$ cat src/rtl/lif_pkg.sv
// Shared types and width helpers for the LIF neuron scheduler slice.
package lif_pkg;

    typedef enum logic [1:0] {
        S_IDLE    = 2'd0,
        S_ISSUE   = 2'd1,
        S_CAPTURE = 2'd2,
        S_DONE    = 2'd3
    } lif_state_e;

    // Datapath is two bits wider than the stage count (sign plus headroom).
    localparam int unsigned LIF_W_EXTRA = 2;

    function automatic int unsigned lif_width(input int unsigned n_stage);
        return n_stage + LIF_W_EXTRA;
    endfunction

    function automatic int unsigned lif_idx_width(input int unsigned n);
        return (n <= 1) ? 1 : $clog2(n);
    endfunction

endpackage

$ cat src/rtl/lif_membrane_rf.sv
// Membrane potential storage: DEPTH x W, one async read port, one sync write port.
module lif_membrane_rf
    import lif_pkg::*;
#(
    parameter int unsigned W     = 8,
    parameter int unsigned DEPTH = 4
) (
    input  logic                            clk,
    input  logic                            rst_n,
    input  logic                            we_i,
    input  logic [lif_idx_width(DEPTH)-1:0] waddr_i,
    input  logic [W-1:0]                    wdata_i,
    input  logic [lif_idx_width(DEPTH)-1:0] raddr_i,
    output logic [W-1:0]                    rd_data_c
);

    logic [W-1:0] mem_q [DEPTH];

    always_ff @(posedge clk or negedge rst_n) begin
        if (!rst_n) begin
            for (int i = 0; i < int'(DEPTH); i++) begin
                mem_q[i] <= '0;
            end
        end else if (we_i) begin
            mem_q[waddr_i] <= wdata_i;
        end
    end

    assign rd_data_c = mem_q[raddr_i];

endmodule

$ cat src/rtl/lif_neuron_scheduler.sv
// Time-multiplexes NUM_NEURONS LIF neurons over one external accumulator.
// Optional refractory counters are enabled with `define LIF_REFRACTORY_EN.
module lif_neuron_scheduler
    import lif_pkg::*;
#(
    parameter int unsigned N_STAGE     = 6,
    parameter int unsigned NUM_NEURONS = 4,
    parameter int unsigned BETA_SHIFT  = 1
`ifdef LIF_REFRACTORY_EN
    ,
    parameter int unsigned REFRACT_STEPS = 1
`endif
) (
    input  logic                                 clk,
    input  logic                                 rst_n,
    input  logic                                 step_valid,
    output logic                                 step_ready,
    input  logic [(N_STAGE+2)*NUM_NEURONS-1:0]   sum_wx,
    input  logic [N_STAGE+1:0]                   threshold,
    output logic [NUM_NEURONS-1:0]               spikes,
    output logic                                 done,
    output logic [N_STAGE+1:0]                   acc_beta_u,
    output logic [N_STAGE+1:0]                   acc_sum_wx,
    output logic [N_STAGE+1:0]                   acc_minus_teta,
    output logic                                 acc_was_spike,
    input  logic [N_STAGE+1:0]                   acc_u_out
);

    localparam int unsigned W    = lif_width(N_STAGE);
    localparam int unsigned IDXW = lif_idx_width(NUM_NEURONS);
    localparam logic [IDXW-1:0] LAST_IDX = IDXW'(NUM_NEURONS - 1);

    lif_state_e                      state_q, state_d;
    logic [IDXW-1:0]                 idx_q, idx_d;
    logic [W*NUM_NEURONS-1:0]        sum_wx_q, sum_wx_d;
    logic [W-1:0]                    theta_q, theta_d;
    logic [NUM_NEURONS-1:0]          spikes_q, spikes_d;
    logic [NUM_NEURONS-1:0]          spike_next_q, spike_next_d;
    logic                            done_q, done_d;
    logic                            ready_q, ready_d;
    logic [W-1:0]                    beta_q, beta_d;
    logic [W-1:0]                    accsum_q, accsum_d;
    logic [W-1:0]                    teta_q, teta_d;
    logic                            ws_q, ws_d;

    logic                            u_we;
    logic [W-1:0]                    u_wdata;
    logic [W-1:0]                    u_rd;
    logic                            new_spike;
    logic                            in_refr;

    // Read port follows the next index so acc_* can be registered on entry to ISSUE.
    lif_membrane_rf #(
        .W     (W),
        .DEPTH (NUM_NEURONS)
    ) u_rf (
        .clk       (clk),
        .rst_n     (rst_n),
        .we_i      (u_we),
        .waddr_i   (idx_q),
        .wdata_i   (u_wdata),
        .raddr_i   (idx_d),
        .rd_data_c (u_rd)
    );

`ifdef LIF_REFRACTORY_EN
    localparam int unsigned CNTW = lif_idx_width(REFRACT_STEPS + 1);

    logic [CNTW-1:0] refr_q [NUM_NEURONS];
    logic [CNTW-1:0] refr_d [NUM_NEURONS];
    logic            step_done_c;

    assign in_refr     = (refr_q[idx_q] != '0);
    assign step_done_c = (state_q == S_CAPTURE) && (idx_q == LAST_IDX);

    // A fresh spike reloads the counter; otherwise it counts down once per completed step.
    always_comb begin
        for (int i = 0; i < int'(NUM_NEURONS); i++) begin
            refr_d[i] = refr_q[i];
            if (step_done_c) begin
                if (spikes_d[i]) begin
                    refr_d[i] = CNTW'(REFRACT_STEPS);
                end else if (refr_q[i] != '0) begin
                    refr_d[i] = refr_q[i] - CNTW'(1);
                end
            end
        end
    end

    always_ff @(posedge clk or negedge rst_n) begin
        if (!rst_n) begin
            for (int i = 0; i < int'(NUM_NEURONS); i++) begin
                refr_q[i] <= '0;
            end
        end else begin
            for (int i = 0; i < int'(NUM_NEURONS); i++) begin
                refr_q[i] <= refr_d[i];
            end
        end
    end
`else
    assign in_refr = 1'b0;
`endif

    // Next-state, capture and accumulator-drive logic.
    always_comb begin
        state_d      = state_q;
        idx_d        = idx_q;
        sum_wx_d     = sum_wx_q;
        theta_d      = theta_q;
        spikes_d     = spikes_q;
        spike_next_d = spike_next_q;
        beta_d       = beta_q;
        accsum_d     = accsum_q;
        teta_d       = teta_q;
        ws_d         = ws_q;
        u_we         = 1'b0;
        u_wdata      = acc_u_out;
        new_spike    = ($signed(acc_u_out) >= $signed(theta_q));

        if (in_refr) begin
            u_wdata   = '0;
            new_spike = 1'b0;
        end

        case (state_q)
            S_IDLE: begin
                if (step_valid && ready_q) begin
                    sum_wx_d     = sum_wx;
                    theta_d      = threshold;
                    idx_d        = '0;
                    spike_next_d = '0;
                    state_d      = S_ISSUE;
                end
            end
            S_ISSUE: begin
                state_d = S_CAPTURE;
            end
            S_CAPTURE: begin
                u_we                = 1'b1;
                spike_next_d[idx_q] = new_spike;
                if (idx_q == LAST_IDX) begin
                    spikes_d = spike_next_d;
                    state_d  = S_DONE;
                end else begin
                    idx_d   = idx_q + IDXW'(1);
                    state_d = S_ISSUE;
                end
            end
            S_DONE: begin
                state_d = S_IDLE;
            end
            default: begin
                state_d = S_IDLE;
            end
        endcase

        ready_d = (state_d == S_IDLE);
        done_d  = (state_d == S_DONE);

        // Operands are loaded on entry to ISSUE and held through CAPTURE.
        if (state_d == S_ISSUE) begin
            beta_d   = u_rd - W'($signed(u_rd) >>> BETA_SHIFT);
            accsum_d = sum_wx_d[int'(idx_d)*W +: W];
            teta_d   = (~theta_d) + W'(1);
            ws_d     = spikes_q[idx_d];
        end else if (state_d != S_CAPTURE) begin
            beta_d   = '0;
            accsum_d = '0;
            teta_d   = '0;
            ws_d     = 1'b0;
        end
    end

    always_ff @(posedge clk or negedge rst_n) begin
        if (!rst_n) begin
            state_q      <= S_IDLE;
            idx_q        <= '0;
            sum_wx_q     <= '0;
            theta_q      <= '0;
            spikes_q     <= '0;
            spike_next_q <= '0;
            done_q       <= 1'b0;
            ready_q      <= 1'b1;
            beta_q       <= '0;
            accsum_q     <= '0;
            teta_q       <= '0;
            ws_q         <= 1'b0;
        end else begin
            state_q      <= state_d;
            idx_q        <= idx_d;
            sum_wx_q     <= sum_wx_d;
            theta_q      <= theta_d;
            spikes_q     <= spikes_d;
            spike_next_q <= spike_next_d;
            done_q       <= done_d;
            ready_q      <= ready_d;
            beta_q       <= beta_d;
            accsum_q     <= accsum_d;
            teta_q       <= teta_d;
            ws_q         <= ws_d;
        end
    end

    assign step_ready     = ready_q;
    assign done           = done_q;
    assign spikes         = spikes_q;
    assign acc_beta_u     = beta_q;
    assign acc_sum_wx     = accsum_q;
    assign acc_minus_teta = teta_q;
    assign acc_was_spike  = ws_q;

endmodule
$ cat config.mk
export PLATFORM = sky130hd
export DESIGN_NAME = lif_neuron_scheduler
export DESIGN_NICKNAME = d
export VERILOG_FILES = /design/src/rtl/lif_pkg.sv /design/src/rtl/lif_membrane_rf.sv /design/src/rtl/lif_neuron_scheduler.sv
export SDC_FILE = /design/constraint.sdc
export NUM_CORES = 1
export LEC_CHECK = 0
export CORE_MARGIN = 3
export CORE_UTILIZATION = 38
export CTS_BUF_LIST = sky130_fd_sc_hd__clkbuf_2 sky130_fd_sc_hd__clkbuf_4 sky130_fd_sc_hd__clkbuf_8
export CTS_CLUSTER_DIAMETER = 150
export DETAILED_ROUTE_END_ITERATION = 6
export PLACE_DENSITY = 0.58
export SYNTH_ARGS = -nofsm -noshare
export SYNTH_HDL_FRONTEND = slang
export SYNTH_SLANG_ARGS = --single-unit
$ cat constraint.sdc
create_clock -name clk -period 3.3 [get_ports clk]
set_clock_uncertainty 0.1 [all_clocks]
set_input_delay 0.495 -clock clk [delete_from_list [all_inputs] [get_ports clk]]
set_output_delay 0.495 -clock clk [all_outputs]
set_load 0.01 [all_outputs]
==> results of run 1 <==
layer usage:
metal / part of all wire [%] / vias to the layer above
li1: - / 1876
met1: 46 / 1968
met2: 48 / 87
met3: 4.9 / 14
met4: 1.2 / 0
met5: 0 / -
state kept, by name, summed over array words and instances (netlist names):
signal,flops
acc_minus_teta,8
spikes,4
done,1
step_ready,1
sum_wx_q,24
u_rf.mem_q,32
acc_was_spike,1
state_q,2
theta_q,8
acc_sum_wx,8
spike_next_q,3
idx_q,2
acc_beta_u,8
final timing paths:
kind / slack (ns) / startpoint / cells after the start / to
worst max-delay path: 0.24 / state_q[1] / 11 / acc_beta_u[6]
worst min-delay path: 0.04 / rst_n / 1 / u_rf.mem_q[5]
worst max register to register: 0.24 / state_q[1] / 11 / acc_beta_u[6]
worst min register to register: 0.39 / acc_minus_teta[7] / 2 / acc_minus_teta[7]
max in group asynchronous: 2.29 / rst_n / 2 / step_ready
min in group clk: 0.39 / acc_minus_teta[7] / 2 / acc_minus_teta[7]
metrics by stage:
| step | hold WS [ns] | setup WS (ns) | TNS, ns | power, mW | area (µm²) |
|---|---|---|---|---|---|
| after global placement | 0.360 | -0.0155 | -0.0221 | 6.33 | 6220 |
| after CTS | 0.0336 | 0.0521 | 0 | 7.39 | 6450 |
| final | 0.0379 | 0.242 | 0 | 7.33 | 6460 |
| after global routing | 0.0651 | 0.0477 | 0 | 8.01 | 6460 |
| after floorplan | 0.0994 | 0.430 | 0 | 4.94 | 5110 |
| after detailed placement | 0.366 | -0.165 | -0.416 | 6.45 | 6220 |
layout make-up:
| class | count | area, µm² |
|---|---|---|
| well taps | 172 | 215 |
| clock inverters | 5 | 81.3 |
| inverters | 18 | 67.6 |
| multi-input cells | 328 | 2350 |
| fillers | 1189 | 6420 |
| flip-flops and latches | 102 | 2560 |
| repair buffers | 110 | 1040 |
| clock buffers | 11 | 145 |
placed cells by master (no fill, tap or decap), types with 4 or more instances in the layout:
cell type        count
a21oi_1             10
inv_1               16
a22o_1               5
nor2_1              21
nand2_1             90
o31ai_1             12
clkbuf_8            10
nor2b_1              5
o21ai_1              6
dfrtp_1             99
buf_4               29
clkdlybuf4s50_1     80
o211ai_1             4
nand3_1              5
mux2i_1             26
nor3_1              13
a222oi_1             8
o21ai_0             15
mux2_2              41
or4_1                4
ha_1                16
worst max-delay path: stages (launching register included):
cell      delay, ns
dfrtp_2        0.50
nor2b_4        0.24
o211ai_2       0.12
inv_2          0.19
mux2i_1        0.29
mux2i_1        0.12
ha_1           0.25
fa_1           0.40
nor2b_1        0.16
o31ai_1        0.12
a2111o_1       0.38
o211ai_1       0.11
where the power goes:
group | switching (mW) | internal [mW]
sequential | 0.382 | 1.83
combinational | 2.09 | 2.12
clock | 0.445 | 0.458
total | 2.92 | 4.41
logic make-up after synthesis:
kind of cell             share of synthesized area (%)
adder cells (fa/ha/maj)                           4.31
buffers and inverters                             4.12
AO/OA/AOI/OAI                                     11.6
flip-flops                                        50.0
AND/OR/NAND/NOR                                   14.1
multiplexers                                      15.4
XOR/XNOR                                         0.515
==> qor.yml, run 1 <==
status: "complete, no violations"
portBuffers: 81
cts.sinks: 102
cts_max_path_buffers: 2
async_reset_ff_share_pct: 100
first_global_vias: 4065
grt_overflow: 0
grt_max_degree: 54
syn_area_um2: 5110
hold_buffers: 0
routed_wirelength_um: 12700
h-tree-depth: 3
nets: 637
clk-insertion-delay-late_ns: 0.39
slew_viol_final: 0
grtUsageTotal_pct: 18.3
dr_total_vias: 3945
synthFlopType: "dfrtp_1"
cts_tree: "built"
setup_viol: 0
post-route-period-util_pct: 92.7
ys_warn_count: 0
synthDistinctLibCells: 57
synth_edf_count: 0
use_met1_pct: 24.3
dr.pass1.iters: 4
final_util_pct: 50.2
dieArea_um2: 14900
relSlewSlack_pct: 45.9
postCtsSetupBuffers: 0
use_met3_pct: 4.97
ys_ff_latch: 102
use_met2_pct: 29.8
io_pins: 82
start_util_pct: 39.7
worstSetupPathType: "reg -> reg"
peakVddDrop_mv: 0.538
place_congestion: 0.858
grt_pass1_wl_um: 21100
routed_via_density: 5.29
dr.first_iter.drc_count: 289
finalCriticalPeriod_ns: 3.06
cts-buffers-inserted: 9
critPathArrivalTime_ns: 3.26
synth_cells: 475
die_w_um: 122
start_kind: "register"
area_delta_synth_final_pct: 26.5
cts_resized: 0
leakage_nw: 2.90
rsz0062_at_grt: "false"
drc_errors: 0
antenna_left: 0
worst-path-max-fanout: 11
hold_violations: 0
antenna_found_initial: 0
synthTopCellsByCount: "101 x dfrtp_1, 90 x nand2_1, 41 x mux2_2"
yosysMostFrequentCell: "dfrtp_1"
hp-class: "in -> async"
power.density_nw_per_um2: 1130
clkTransAtPathRegs_ns: 0.10
core-area_um2: 12900
wl_per_cell_um: 17.1
drive_gt1_share_pct: 17.9
worst-slew-pin-transition_ns: 0.807
cp.required_ns: 3.50
fmax_mhz: 327
cap_viol_max_count: 0
clock-root-buffer: "clkbuf_8"
synth_top_cells_by_area: "dfrtp_1 49%, mux2_2 9.0%, nand2_1 6.6%"
diodes: 0
hpwl_um: 9160
synth_top_area_share_pct: 49.5
placed_cells: 730
synth_area_leader_cell: "dfrtp_1"
stdcell_count: 746
die_h_um: 122
ys_seq_area_share_pct: 50.0
grt.busiest_layer: "met2"
synth_fp_nets: 543
endpoint_kind: "register"
postSynthAreaPerCell_um2: 10.8
rows: 41
(Power assumes the default switching activity.)
==> inputs of run 2 (changes only) <==
--- a/config.mk
+++ b/config.mk
@@ -5,7 +5,7 @@
 export SDC_FILE = /design/constraint.sdc
 export NUM_CORES = 1
 export LEC_CHECK = 0
-export CORE_MARGIN = 3
+export CORE_MARGIN = 2
 export CORE_UTILIZATION = 38
 export CTS_BUF_LIST = sky130_fd_sc_hd__clkbuf_2 sky130_fd_sc_hd__clkbuf_4 sky130_fd_sc_hd__clkbuf_8
 export CTS_CLUSTER_DIAMETER = 150
==> run 2 against run 1 <==
  * Utilization shrank 1.3 points
  * Critical path depth did not move
  * Combinational power down 1%
  * Cell count grew 0.40%
  * Worst hold slack worse by 0.0081 ns
  * Sequential cell count stayed put
  * Worst setup slack got worse by 0.011 ns
  * First-iteration DRC count down 4.5%
  * Wire length shrank 2.6%
  * Power shrank 2.2%
  * Clock power shrank 11%
==> qor.yml, run 2 (synthesized netlist as in run 1, its figures left out) <==
setup_slack_ns: 0.231
wl_per_cell_um: 16.5
grt_pass1_wl_um: 20800
die_w_um: 120
finalCriticalPeriod_ns: 3.07
drc_errors: 0
final_cell_mix: "99 x dfrtp_1, 90 x nand2_1, 80 x clkdlybuf4s50_1"
clock-root-buffer: "clkbuf_8"
drive_gt1_share_pct: 18.0
antenna_left: 0
cap_viol_max_count: 0
critPathArrivalTime_ns: 3.26
finalPower_mw: 7.17
r2r_start: "state_q[1]"
postCtsSetupBuffers: 0
io_pins: 82
cts.sinks: 102
cts_tree: "built"
hpwl_um: 8920
post-route-period-util_pct: 93.0
place_congestion: 0.794
worst-slew-pin-transition_ns: 0.806
routed_via_density: 5.15
postPlaceCellArea_um2: 6230
area_delta_synth_final_pct: 26.1
grtUsageTotal_pct: 18.4
place_ws_ns: -0.136
nFillCells: 1230
routed_wirelength_um: 12400
dieArea_um2: 14400
hp-class: "in -> async"
peakVddDrop_mv: 0.474
hold_violations: 0
largest_reg_flops: 32
portBuffers: 81
worstSetupPathType: "reg -> reg"
use_met2_pct: 30.4
endpoint_kind: "register"
reg_top3: "u_rf.mem_q x32, sum_wx_q x24"
grt_overflow: 0
rsz0062_at_grt: "false"
final_cell_area_um2: 6440
setup_viol: 0
timing.rr.end: "acc_beta_u[6]"
rows: 42
grt.busiest_layer: "met2"
use_met1_pct: 23.9
cts-buffers-inserted: 9
top_register: "u_rf.mem_q"
nets: 636
clkTransAtPathRegs_ns: 0.10
final_common_cell: "dfrtp_1"
r2r_cells: 11
cp.required_ns: 3.49
clk-insertion-delay-late_ns: 0.38
tns_ns: 0
diodes: 0
grt_max_degree: 54
use_met3_pct: 4.90
slew_viol_final: 0
leakage_nw: 2.88
h-tree-depth: 3
power.density_nw_per_um2: 1110
worst-path-max-fanout: 8
fmax_mhz: 326
first_global_vias: 4110
antenna_found_initial: 0
dr.first_iter.drc_count: 276
die_h_um: 120
status: "complete, no violations"
relSlewSlack_pct: 45.9
dr_total_vias: 3860
core-area_um2: 13200
rrSetupSlack_ns: 0.23
cts_max_path_buffers: 2
start_util_pct: 38.7
start_kind: "register"
dr.pass1.iters: 4
==> run 2: final cells by class <==
type | count | area, µm² | share of cell area (%)
clock inverters | 5 | 58.8 | 0.913
repair buffers | 109 | 1040 | 16.2
flip-flops and latches | 102 | 2560 | 39.7
clock buffers | 11 | 139 | 2.16
well taps | 176 | 220 | 3.42
multi-input cells | 328 | 2350 | 36.6
inverters | 18 | 67.6 | 1.05
==> run 2: stage by stage <==
step                utilization [%]  instances  hold WS [ns]
floorplan                         -        475        0.0994
global placement               47.2        733         0.360
detailed placement             47.2        733         0.364
CTS                            48.7        749        0.0478
global route                   48.8        749        0.0755
finish                         48.8        749        0.0298
==> run 2: where the power goes <==
| part | switching [mW] | internal, mW |
|---|---|---|
| Combinational | 2.05 | 2.11 |
| Sequential | 0.382 | 1.83 |
| Clock | 0.432 | 0.369 |
==> run 2: how the worst max path moves through the flow <==
stage | from | endpoint | slack (ns) | cells past startpoint
floorplan | step_ready | acc_beta_u[6] | 0.43 | 11
global placement | step_valid | acc_beta_u[6] | -0.01 | 12
detailed placement | step_valid | acc_beta_u[6] | -0.14 | 12
global route | state_q[1] | acc_beta_u[6] | 0.03 | 11
finish | state_q[1] | acc_beta_u[6] | 0.23 | 11
CTS | state_q[1] | acc_beta_u[6] | 0.11 | 11
==> run 2: routing by layer <==
layer	wire [µm]	vias up
met3	478	7
met5	0	-
li1	-	1870
met1	5700	1910
met2	6110	73
met4	107	0
==> run 2: critical path, stage by stage (launching register included) <==
cell and delay, ns:
dfrtp_2 0.46, nor2b_2 0.27, o211ai_2 0.14, inv_2 0.20, mux2i_2 0.28, mux2i_1 0.11, ha_1 0.24, fa_1 0.41
nor2b_1 0.17, o31ai_1 0.12, a2111o_1 0.39, o211ai_1 0.09
==> run 2: what timing repair did <==
item / 4_1_cts / 5_1_grt
hold buffers: 0 / 0
gates resized for setup: 0 / 4
setup endpoints to repair: 0 / 1
==> inputs of run 3 (changes only) <==
--- a/config.mk
+++ b/config.mk
@@ -6,11 +6,11 @@
 export NUM_CORES = 1
 export LEC_CHECK = 0
 export CORE_MARGIN = 2
-export CORE_UTILIZATION = 38
+export CORE_UTILIZATION = 50
 export CTS_BUF_LIST = sky130_fd_sc_hd__clkbuf_2 sky130_fd_sc_hd__clkbuf_4 sky130_fd_sc_hd__clkbuf_8
 export CTS_CLUSTER_DIAMETER = 150
 export DETAILED_ROUTE_END_ITERATION = 6
-export PLACE_DENSITY = 0.58
+export PLACE_DENSITY = 0.76
 export SYNTH_ARGS = -nofsm -noshare
 export SYNTH_HDL_FRONTEND = slang
 export SYNTH_SLANG_ARGS = --single-unit
==> constraint.sdc (replaced) <==
create_clock -name clk -period 2.5 [get_ports clk]
set_clock_uncertainty 0.1 [all_clocks]
set_input_delay 0.375 -clock clk [delete_from_list [all_inputs] [get_ports clk]]
set_output_delay 0.375 -clock clk [all_outputs]
set_load 0.01 [all_outputs]
==> run 3 against run 2 <==
  * The run now ends with negative setup slack left
  * Fmax up 11%
  * Combinational power up 60%
  * Worst setup slack worse by 0.49 ns
  * Sequential share of layout area down 2.2 points
  * First-iteration DRC count down 6.2%
  * Register-to-register slack worse by 0.49 ns
  * Non-clock buffer count up 23
  * Clock-buffer cell count up 1
  * Clock power up 61%
  * Power up 52%
  * Critical endpoint unchanged
  * Highest routed layer unchanged
==> qor.yml, run 3 (synthesized netlist as in run 1, its figures left out) <==
slew_viol_final: 0
critPathArrivalTime_ns: 2.95
hpwl_um: 9140
die_w_um: 105
clk-insertion-delay-late_ns: 0.36
dr_total_vias: 4078
nets: 659
cpMaxStageDelayCell: "dfrtp_2"
start_util_pct: 51.8
status: "complete, but fails checks"
setup_slack_ns: -0.261
cpLargestDelayFamily: "compound AO/OA/AOI/OAI gates"
setup_viol: 6
dr.pass1.iters: 5
cp.required_ns: 2.69
rows: 36
final_cell_mix: "98 x dfrtp_1, 90 x nand2_1, 79 x clkdlybuf4s50_1"
max_stage_delay_ns: 0.48
post-route-period-util_pct: 110
io_pins: 82
postPlaceCellArea_um2: 6370
antenna_found_initial: 0
grt_overflow: 0
drc_errors: 0
grt_pass1_wl_um: 21500
cts_max_path_buffers: 2
endpoint_kind: "register"
worst-slew-pin-transition_ns: 0.538
drive_gt1_share_pct: 24.4
h-tree-depth: 3
worst-path-max-fanout: 6
nFillCells: 710
path_buf_inv: 1
timing.rr.end: "acc_beta_u[6]"
cp_cell_sequence: "nand4bb_4 -> o211ai_4 -> buf_6 -> mux2i_1 -> mux2_4 -> ha_4 -> fa_2 -> nor2b_4 -> o31ai_2 -> a2111o_1 -> o211ai_1"
peakVddDrop_mv: 0.935
grt_max_degree: 41
portBuffers: 81
area_delta_synth_final_pct: 33.6
first_global_vias: 4325
wl_per_cell_um: 17.8
finalCriticalPeriod_ns: 2.76
cap_viol_max_count: 0
crit_path_start: "state_q[0]"
clkTransAtPathRegs_ns: 0.10
r2r_start: "state_q[0]"
top_register: "u_rf.mem_q"
antenna_left: 0
start_kind: "register"
cts_tree: "built"
relSlewSlack_pct: 64.1
rsz0062_at_grt: "true"
diodes: 0
hp-class: "reg -> reg"
dr.first_iter.drc_count: 259
worstSetupPathType: "reg -> reg"
crit_end: "acc_beta_u[6]"
finalPower_mw: 10.9
final_cell_area_um2: 6820
fmax_mhz: 362
routed_wirelength_um: 13000
dieArea_um2: 11000
clock-root-buffer: "clkbuf_8"
reg_top3: "u_rf.mem_q x32, sum_wx_q x24"
leakage_nw: 3.06
core-area_um2: 9860
routed_via_density: 5.60
hold_violations: 0
cts.sinks: 102
violations: "negative setup slack"
r2r_cells: 11
place_congestion: 0.908
largest_reg_flops: 32
cts-buffers-inserted: 9
cp_num_cells: 11
power.density_nw_per_um2: 1600
rrSetupSlack_ns: -0.26
final_common_cell: "dfrtp_1"
grtUsageTotal_pct: 24.6
die_h_um: 105
==> run 3: worst min path at each step <==
stage	startpoint	to	slack [ns]	depth (start not counted)
5_1_grt	sum_wx_q[22]	sum_wx_q[22]	0.41	2
2_1_floorplan	rst_n	acc_beta_u[0]	-0.02	0
3_5_place_dp	rst_n	acc_beta_u[7]	0.29	1
4_1_cts	sum_wx_q[9]	sum_wx_q[9]	0.39	2
3_3_place_gp	rst_n	acc_beta_u[1]	0.28	1
6_report	sum_wx_q[9]	sum_wx_q[9]	0.38	2
==> run 3: metrics by stage <==
stage	setup TNS (ns)	setup WS, ns	util (%)	std cells	hold WS [ns]
after floorplan	-0.778	-0.277	-	475	-0.0206
after global placement	-3.57	-0.609	64.6	710	0.280
after detailed placement	-4.33	-0.720	64.6	710	0.286
after CTS	-0.656	-0.228	68.7	727	0.385
after global routing	-1.42	-0.363	69.2	728	0.406
final	-0.890	-0.261	69.2	728	0.384
==> run 3: worst reg2reg max path, stage by stage, from the launching register on <==
cell       delay (ns)
dfrtp_2          0.48
nand4bb_4        0.27
o211ai_4         0.12
buf_6            0.17
mux2i_1          0.08
mux2_4           0.28
ha_4             0.16
fa_2             0.36
nor2b_4          0.14
o31ai_2          0.08
a2111o_1         0.36
o211ai_1         0.10
==> run 3: final cells by class <==
class	instances	area [µm²]	area share (%)
clock buffer	12	165	2.42
clock inverter	3	90.1	1.32
inverter	18	70.1	1.03
multi-input combinational	328	2540	37.2
sequential	102	2560	37.5
tap	133	166	2.44
timing repair buffer	132	1240	18.1
==> run 3: repair_timing <==
action	in CTS	in global routing
endpoints found under the hold margin	34	0
hold buffers	1	0
pin swaps	7	1
gates resized for setup	26	8
endpoints found under the setup margin	7	9
buffers inserted	2	1
gates cloned	0	0
==> run 3: where the power goes <==
group / switching, mW / total, mW / internal, mW
Sequential: 0.533 / 2.96 / 2.42
Combinational: 3.18 / 6.66 / 3.48
Clock: 0.546 / 1.29 / 0.742
==> run 3: layer usage <==
layer	vias up	wire (µm)	global-route usage, %
met5	-	0	0
met4	0	175	7.14
met3	15	647	5.68
met2	113	6540	42.3
met1	2025	5600	31.1
li1	1925	-	-
==> RTL edit, RTL diff (config.mk and constraints of run 2) <==
Set the parameter `NUM_NEURONS` to 2 (it was 4).
--- a/src/rtl/lif_neuron_scheduler.sv
+++ b/src/rtl/lif_neuron_scheduler.sv
@@ -4,7 +4,7 @@
     import lif_pkg::*;
 #(
     parameter int unsigned N_STAGE     = 6,
-    parameter int unsigned NUM_NEURONS = 4,
+    parameter int unsigned NUM_NEURONS = 2,
     parameter int unsigned BETA_SHIFT  = 1
 `ifdef LIF_REFRACTORY_EN
     ,
Ports: changed (resized spikes and sum_wx); port bits go from 82 to 64. The function was not compared with the original's and may differ.
==> RTL edit against run 2 <==
Synthesized area decreased by 29%. Critical endpoint unchanged. Routed wire length decreased by 34%. Power shrank 32%. Highest routed layer unchanged. Global-route usage decreased by 1.1 points. Worst hold slack improved by 130 ps. Sequential cell count down 29. Largest power group unchanged. Worst setup slack better by 57 ps. Design area shrank 28%.
==> RTL edit: results (changes against run 2) <==
place_ws_ps: -74.5  # +61.5 ps
slowest_delay_ps: 500  # +40 ps
dp_cells: 537  # -27%
grt_start_max_net_pins: 74  # +37%
met1_length_mm: 4.01  # -30%
synth_fp_nets: 397  # -27%
hpwl_mm: 5.98  # -33%
nFillCells: 869  # -29%
status: "finished clean"
p_int_uw: 3010  # -30%
route.met2.wl_mm: 3.77  # -38%
buf_share: 0.157  # -0.00523
regArea_sq_um: 1830  # -28%
reg2reg_from: "step_ready"
rrSetupSlack_ps: 360  # +130 ps
wl_mm: 8.12  # -34%
worstPathArrival_ps: 3150  # -110 ps
nets: 471  # -26%
multiInputGateArea_sq_um: 1620  # -31%
netlist_instances: 345  # -27%
crit_fanout: 10  # +2
met1_usage: 0.249  # +0.00954
yosys-top-cells-area: "dfrtp_1 (50%), nand2_1 (7.9%), mux2_2 (7.2%), ha_1 (5.5%), mux2i_1 (3.6%)"
port_buffers: 63  # -22%
clock_cell_area_share: 0.0489  # +0.0182
layout-drive-gt1-share: 0.151  # -0.0288
yosysSeqAreaShare: 0.507  # +0.00659
multi_input_comb_cells: 241  # -27%
num-clock-buffers: 9  # -2
buffers_excl_clock: 76  # -30%
maxSlewHeadroom: 0.376  # -0.0836
grt_pass1_vias: 2727  # -34%
grt_pass1_wl_mm: 13.7  # -34%
critPathSlowestCell: "clkdlybuf4s50_1"
==> RTL edit: cell types whose count changed in the layout (fill, tap and decap cells not counted), moves of 7 or more <==
| cell | before | now |
|---|---|---|
| mux2i_1 | 25 | 13 |
| o21ai_1 | 6 | 13 |
| nand2_1 | 90 | 76 |
| dfrtp_1 | 99 | 72 |
| mux2_2 | 41 | 23 |
| nor3_1 | 13 | 5 |
| clkdlybuf4s50_1 | 80 | 62 |
| o31ai_1 | 12 | 1 |
| nor2_1 | 21 | 12 |
| buf_4 | 27 | 14 |
| a222oi_1 | 8 | 0 |
==> RTL edit: stage by stage <==
step	setup TNS (ps)	hold slack [ps]	area (sq um)
floorplan	0	99.4	3610
global route	0	263	4630
finish	0	157	4630
CTS	0	222	4630
detailed placement	-82.8	356	4400
global placement	-34.1	353	4400
==> RTL edit: how the worst max path moves through the flow <==
stage / to
2_1_floorplan: acc_beta_u[6]
3_3_place_gp: acc_beta_u[6]
3_5_place_dp: acc_beta_u[6]
4_1_cts: acc_beta_u[6]
5_1_grt: acc_beta_u[6]
6_report: acc_beta_u[6]
==> RTL edit: logic make-up (layout without fill, tap and decap cells) <==
kind of cell	count (synthesis)	after routing	synth area share
xor gates and xnor gates	7	7	0.0170
and+or+nand+nor	117	117	0.147
AOI/OAI and AO/OA	64	64	0.114
buffers and inverters	31	110	0.0458
DFF	73	73	0.507
adders and majority gates	17	17	0.0610
muxes	36	36	0.108
==> RTL edit: power groups by stage <==
stage / Clock, uW / Combinational [uW] / Sequential [uW]
2_1_floorplan: 0 / 1760 / 1520
6_report: 797 / 2600 / 1500
5_1_grt: 860 / 2940 / 1560
3_3_place_gp: 0 / 2580 / 1520
4_1_cts: 819 / 2630 / 1510
3_5_place_dp: 0 / 2620 / 1530
